==> config.mk <==
export PLATFORM = sky130hd
export DESIGN_NAME = regfile_write_arbiter
export DESIGN_NICKNAME = d
export VERILOG_FILES = /design/src/rtl/regfile_write_arbiter.sv
export SDC_FILE = /design/constraint.sdc
export NUM_CORES = 1
export LEC_CHECK = 0
export ABC_AREA = 1
export CAP_MARGIN = 20
export CELL_PAD_IN_SITES_DETAIL_PLACEMENT = 0
export CELL_PAD_IN_SITES_GLOBAL_PLACEMENT = 1
export CORE_MARGIN = 5
export CORE_UTILIZATION = 25
export CTS_CLUSTER_DIAMETER = 100
export DETAILED_ROUTE_END_ITERATION = 7
export PLACE_DENSITY = 0.8
export SLEW_MARGIN = 15
export SYNTH_ARGS = -nofsm -noshare
export SYNTH_HDL_FRONTEND = slang
export SYNTH_SLANG_ARGS = --single-unit
==> constraint.sdc <==
create_clock -name clock -period 1.39 [get_ports clock]
set_clock_uncertainty 0.2 [all_clocks]
set_input_delay 0.139 -clock clock [delete_from_list [all_inputs] [get_ports clock]]
set_output_delay 0.139 -clock clock [all_outputs]
set_load 0.05 [all_outputs]
==> src/rtl/regfile_write_arbiter.sv <==
// Two-requester register-file write arbiter (ALU = A, load unit = B) with a one-cycle registered write port.
// Optional macro STARVE_GUARD_EN adds a saturating B-starvation counter that forces a B grant when it saturates.
module regfile_write_arbiter #(
  parameter int DATA_W = 16
) (
  input  logic              clock,
  input  logic              reset,
  input  logic              a_valid,
  input  logic [1:0]        a_addr,
  input  logic [DATA_W-1:0] a_data,
  output logic              a_ready,
  input  logic              b_valid,
  input  logic [1:0]        b_addr,
  input  logic [DATA_W-1:0] b_data,
  output logic              b_ready,
  output logic [1:0]        wr,
  output logic [DATA_W-1:0] wd,
  output logic              regwrite,
  output logic              r0_drop
);

  logic              starve;
  logic              a_fire;
  logic              b_fire;
  logic [1:0]        sel_addr;
  logic [DATA_W-1:0] sel_data;
  logic [1:0]        wr_p1;
  logic [DATA_W-1:0] wd_p1;
  logic              vld_p1;
  logic              drop_p1;

`ifdef STARVE_GUARD_EN
  logic [1:0] starve_cnt_p1;

  function automatic logic [1:0] sat_inc(input logic [1:0] v);
    return (v == 2'd3) ? v : v + 2'd1;
  endfunction

  assign starve = (starve_cnt_p1 == 2'd3);

  // Counts cycles B waits while valid; any B fire or B going idle clears it.
  always_ff @(posedge clock) begin
    if (reset) begin
      starve_cnt_p1 <= 2'd0;
    end else if (b_valid && !b_ready) begin
      starve_cnt_p1 <= sat_inc(starve_cnt_p1);
    end else begin
      starve_cnt_p1 <= 2'd0;
    end
  end
`else
  assign starve = 1'b0;
`endif

  always_comb begin
    a_ready = 1'b0;
    b_ready = 1'b0;
    if (!reset) begin
      if (a_valid && b_valid) begin
        if (starve) b_ready = 1'b1;
        else        a_ready = 1'b1;
      end else if (a_valid) begin
        a_ready = 1'b1;
      end else if (b_valid) begin
        b_ready = 1'b1;
      end
    end
  end

  assign a_fire   = a_valid && a_ready;
  assign b_fire   = b_valid && b_ready;
  assign sel_addr = b_fire ? b_addr : a_addr;
  assign sel_data = b_fire ? b_data : a_data;

  // Stage p0 -> p1: register the granted write; address 0 becomes a drop pulse.
  always_ff @(posedge clock) begin
    if (reset) begin
      wr_p1   <= 2'd0;
      wd_p1   <= '0;
      vld_p1  <= 1'b0;
      drop_p1 <= 1'b0;
    end else begin
      vld_p1  <= 1'b0;
      drop_p1 <= 1'b0;
      if (a_fire || b_fire) begin
        wr_p1   <= sel_addr;
        wd_p1   <= sel_data;
        vld_p1  <= (sel_addr != 2'd0);
        drop_p1 <= (sel_addr == 2'd0);
      end
    end
  end

  assign wr       = wr_p1;
  assign wd       = wd_p1;
  assign regwrite = vld_p1;
  assign r0_drop  = drop_p1;

endmodule

==> impl_metrics.tcl <==
set metrics [dict create \
    ant_nets 0 \
    cts_buffers 3 \
    endpoint "a_ready" \
    syn_inst 160 \
    synth-seq-cells 20 \
    worstRegToRegCells 4 \
    synth_nets 200 \
    fp.dieW_um 77.0 \
    rr_endpoint "wr[0]$_SDFFE_PP0P_" \
    clk_latency_ps 250 \
    rr_startpoint "wr[0]$_SDFFE_PP0P_" \
    drive_above_1_share_pct 22.3 \
    cts.sink_count 20 \
    grt_pass1_wl_mm 5.63 \
    grt_usage_pct 11.7 \
    finalNetCount 271 \
    cts_tree "built" \
    whs_ps 301 \
    antenna_found_initial 0 \
    avgSynthCellArea_um2 7.01 \
    crit_required_ps 1050 \
    die_h_um 77.0 \
    syn_to_final_growth_pct 90.2 \
    cts-hold-fix-buffers 0 \
    crit_path_max_fanout 18 \
    drt_first_pass_iters 6 \
    dr_wl_met3_um 199 \
    tightest_slew_ps 215 \
    status "finished clean" \
    hold_path_class "reg2reg" \
    htree_levels 1 \
    port_buffers 61 \
    root_buffer "clkbuf_8" \
    wire_per_inst_um 12.0 \
    maxCapViolCount 0 \
    drcViolationCount 0 \
    io_pins 62 \
    finalMaxSlewViolations 0 \
    rsz0062_at_grt "no" \
    vias_per_cell 4.37 \
    vias 1228 \
    rrSetupSlack_ps 470 \
    syn_area_um2 1120 \
    die_area_um2 5920 \
    setup_tns_ps 0 \
    grt_max_degree 19 \
    final-setup-viol-count 0 \
    dpl-instance-area_um2 2070 \
    power.density_nw_per_um2 785 \
    num_rows 24 \
    start_util_pct 25.7 \
    cp-startpoint "reset" \
    mostFrequentLayoutCells "58 x nand2_1, 36 x clkdlybuf4s50_1, 25 x buf_12, 20 x dfxtp_1, 18 x nand3_1" \
    clk_pin_slew_worst_paths_ps 70 \
    p_leak_nw 0.943 \
    synth_cell_types 17 \
    holdPathStages 2 \
    met1Wirelength_mm 1.38 \
    end_kind "output pin" \
    dp_hpwl_mm 2.82 \
    grt_pass1_vias 1191 \
    drt_iter0_markers 48 \
    period_share_pct 92.5 \
    final.min_clock_period_ps 1290 \
    highest_layer "met4" \
    seq_area_frac_synth_pct 35.7 \
    max_freq_ghz 0.777 \
    clock_path_buffers 2 \
    peakVddDrop_mv 0.390 \
    hold_viol_final 0 \
    num_antenna_cells 0 \
    dpl_worst_slack_ps -272 \
    slew_headroom_pct 85.7 \
    core_um2 4350 \
    cp.arrival_ps 950 \
    final_cell_area_um2 2130 \
    yosys_warnings 0 \
    fin_ws_ps 104 \
    grt-ovfl-total 0 \
    layout_commonest_cell "nand2_1" \
    drt_wl_total_mm 3.39 \
    routabilityCongestion 0.763 \
    setup.worst_path.start_class "input port" \
    wl_met2_mm 1.77 \
    worstSetupPathType "in2out" \
]
-- what timing repair did --
action                     4_1_cts  5_1_grt
buffers inserted                 3        0
resized for setup                4        1
setup endpoints to repair        2        1
-- state kept, by name, summed over array words and instances (netlist names) --
name,count
regwrite,1
r0_drop,1
wd,16
wr,2
-- kinds of logic (layout without fill, tap and decap cells) --
group                  Yosys count  after routing  share of synthesized area (%)
AOI/OAI and AO/OA               20             20                           10.6
and+or+nand+nor                 95             95                           41.1
buffers and inverters           25             94                           12.6
DFF                             20             20                           35.7
-- per-stage QoR --
| stage | cells | power, mW | util (%) |
|---|---|---|---|
| after floorplan | 160 | 0.960 | - |
| after global placement | 275 | 1.32 | 47.5 |
| after detailed placement | 275 | 1.32 | 47.5 |
| after CTS | 281 | 1.70 | 49.0 |
| after global routing | 281 | 1.77 | 49.0 |
| final | 281 | 1.67 | 49.0 |
-- cells in the mapped netlist (all sizes together) --
cell    count  share of area (%)
nand2      58                 19
dfxtp      20                 36
a21oi      19                9.8
nand3      19                9.6
nand3b     16                 11
inv        14                5.1
buf        10                7.1
nor2        2                1.3
clkbuf      1               0.33
o21ai       1               0.78
-- power breakdown --
part	internal, mW	switching (mW)	leakage [nW]	total [mW]
clock network	0.192	0.176	0.0216	0.369
logic	0.345	0.307	0.757	0.652
registers	0.614	0.0402	0.165	0.654
total	1.15	0.523	0.943	1.67
-- routing by layer --
| metal | track usage, % | up-vias |
|---|---|---|
| met5 | 0 | - |
| met4 | 4.90 | 0 |
| met3 | 2.22 | 4 |
| met2 | 19.9 | 33 |
| met1 | 14.2 | 539 |
| li1 | - | 652 |
-- how the worst min path moves through the flow --
stage,start,slack [ps],to
floorplan,reset,150,wd[1]$_SDFFE_PP0P_
global placement,wd[10]$_SDFFE_PP0P_,290,wd[10]$_SDFFE_PP0P_
detailed placement,wd[1]$_SDFFE_PP0P_,290,wd[1]$_SDFFE_PP0P_
CTS,wd[1]$_SDFFE_PP0P_,300,wd[1]$_SDFFE_PP0P_
global route,wd[1]$_SDFFE_PP0P_,320,wd[1]$_SDFFE_PP0P_
finish,wd[7]$_SDFFE_PP0P_,300,wd[7]$_SDFFE_PP0P_
-- worst max-delay path: stages --
cell           delay, ps
dlygate4sd2_1        280
inv_6                110
buf_12               150
nand2_1               70
inv_2                 70
buf_12               130
-- cell type report --
cell class,count,area [um2]
clock buffer,3,41.3
multi-input combinational,115,579
tap,52,65.1
inverter,14,57.6
sequential,20,400
timing repair buffer,77,988
fill,414,2220
Note: power is estimated with default switching activity, not from simulation.
==> patch: new RTL, config.mk and constraints unchanged <==
Set the parameter `DATA_W` to 24 (it was 16).
--- a/src/rtl/regfile_write_arbiter.sv
+++ b/src/rtl/regfile_write_arbiter.sv
@@ -2,5 +2,5 @@
 // Optional macro STARVE_GUARD_EN adds a saturating B-starvation counter that forces a B grant when it saturates.
 module regfile_write_arbiter #(
-  parameter int DATA_W = 16
+  parameter int DATA_W = 24
 ) (
   input  logic              clock,
Ports: changed (resized a_data, b_data and wd); port bits go from 62 to 86. The function was not compared with the original's and may differ.
==> patch against the unedited design <==
- sequential share of layout area rose by 0.61 points
- wire length rose by 52%
- cell area rose by 36%
- worst setup slack improved by 29 ps
- total power rose by 35%
- global-route usage rose by 1.8 points
- register-to-register slack barely moved
- sequential cell count rose by 8
- area after synthesis rose by 38%
- critical path type unchanged
- critical endpoint is now b_ready
==> patch: results (changes against the unedited design) <==
stage	metric	value	unit	change
critical_path	Top delay family on crit path	buffers and inverters		unchanged
finish	share of cells above drive strength 1	18.4	%	was 22.3%
power	leakage power figure	1.26	nW	was 0.943 nW
detailed_routing	drt wl/cell	13.4	um	was 12.0 um
placement	Placed Cells	380		was 275
grt	initial antenna violation count	0		unchanged
finish	# diodes	0		unchanged
detailed_routing	1st-iter DRT viols	48		unchanged
critical_path	largest stage delay on the critical path	260	ps	was 280 ps
clocking	H-tree levels	1		unchanged
critical_path	critical path's slowest cell	dlygate4sd2_1		unchanged
placement	gpl congestion	0.739		was 0.763
synth	Post-Synthesis Cells	223		was 160
detailed_routing	drt pass-1 iters	5		was 6
grt	first-pass GRT wire length	8320	um	was 5630 um
placement	Final HPWL DP	3880	um	was 2820 um
finish	Nets	368		was 271
critical_path	Max Fanout on Critical Path	7		was 18
clocking	root buf cell	clkbuf_8		unchanged
synth	dominant cells by area after synthesis	dfxtp_1 36%, nand2_1 20%, nand3b_1 12%		was dfxtp_1 36%, nand2_1 19%, nand3b_1 11%
finish	Largest register FFs	24		was 16
clocking	post-CTS setup buffers	2		was 3
clocking	PostCTS Resize Cnt	4		unchanged
placement	DP Worst Slack	-332	ps	was -272 ps
timing	slew at the pin with the worst max-slew slack	291	ps	was 215 ps
clocking	Clock Latency Late Sink	270	ps	was 250 ps
critical_path	Worst EP arrival	920	ps	was 950 ps
run_status	status	finished, final reports clean		unchanged
placement	placed inst area	0.00284	mm^2	was 0.00207 mm^2
synth	sequential element share of the synthesized area	36.2	%	was 35.7%
clocking	CTS Buffer Depth	2		unchanged
placement	port buffer count	85		was 61
synth	Cell variety after synth	16		was 17
detailed_routing	via count	1703		was 1,228
synth	Mapped Nets	279		was 200
finish	Syn-to-layout area delta	86.7	%	was 90.2%
synth	YS warnings	0		unchanged
hold_path	Hold Crit Class	primary input to register		was register to register
synth	Async S/R FF share, synth	0	%	unchanged
grt	pin count of the biggest net entering global routing	27		was 19
detailed_routing	final WL	5160	um	was 3390 um
grt	Total GRT Usage	13.5	%	was 11.7%
clocking	TritonCTS buffer count	3		unchanged
power	VDD IR max	0.346	mV	was 0.390 mV
clocking	clock slew at reported path FFs	100	ps	was 70 ps
power	P_int	1.53	mW	was 1.15 mW
synth	Synth top cells by count	82 x nand2_1, 28 x dfxtp_1, 27 x a21oi_1, 26 x nand3_1, 24 x nand3b_1		was 58 x nand2_1, 20 x dfxtp_1, 18 x nand3_1, 16 x nand3b_1, 15 x a21oi_1
[patch: cell count changes in the layout (fill, tap and decap cells not counted), moves of 4 or more]
cell             before  now
a21oi_1              15   27
a21oi_2               4    0
buf_12               25   36
clkdlybuf4s50_1      36   52
dfxtp_1              20   28
nand2_1              58   82
nand3_1              18   26
nand3b_1             16   24
[patch: routing by layer]
metal  track usage, %  up-vias  wire, um
met2             23.7       54      2600
li1                 -      893         -
met5                0        -         0
met3             4.19        4       459
met1             16.1      752      2060
met4             3.02        0        40
[patch: layout make-up]
type / instances / area [um^2]
inverter: 14 / 55.1
timing repair buffer: 102 / 1350
multi-input combinational: 163 / 795
sequential: 28 / 561
tap: 75 / 93.8
fill: 612 / 3060
clock buffer: 3 / 41.3
[patch: worst min-delay path, cell delays in order]
cell and delay [ps]:
clkbuf_2 160, nor2_4 80, nand3_1 60, nand2_1 70
nand2_1 60, nor2_1 40
[patch: worst paths after layout]
kind / start / end / slack [ps] / depth (start not counted)
max: b_valid / b_ready / 130 / 5
min: a_valid / r0_drop / 170 / 6
max reg2reg: wr[1] / wr[1] / 470 / 4
min reg2reg: wd[14] / wd[14] / 300 / 2
[patch: cell families (layout without fill, tap and decap cells)]
family / count (synthesis) / in the layout / synth area share, %
buffers and inverters: 32 / 119 / 12.5
DFF: 28 / 28 / 36.2
and+or+nand+nor: 135 / 135 / 42.0
AOI/OAI and AO/OA: 28 / 28 / 9.29
[patch: power by group through the flow]
stage / logic [mW] / clock network [mW] / registers [mW]
3_5_place_dp: 0.899 / 0 / 0.936
6_report: 0.892 / 0.445 / 0.917
5_1_grt: 0.949 / 0.503 / 0.925
3_3_place_gp: 0.897 / 0 / 0.934
2_1_floorplan: 0.236 / 0 / 1.10
4_1_cts: 0.904 / 0.463 / 0.918
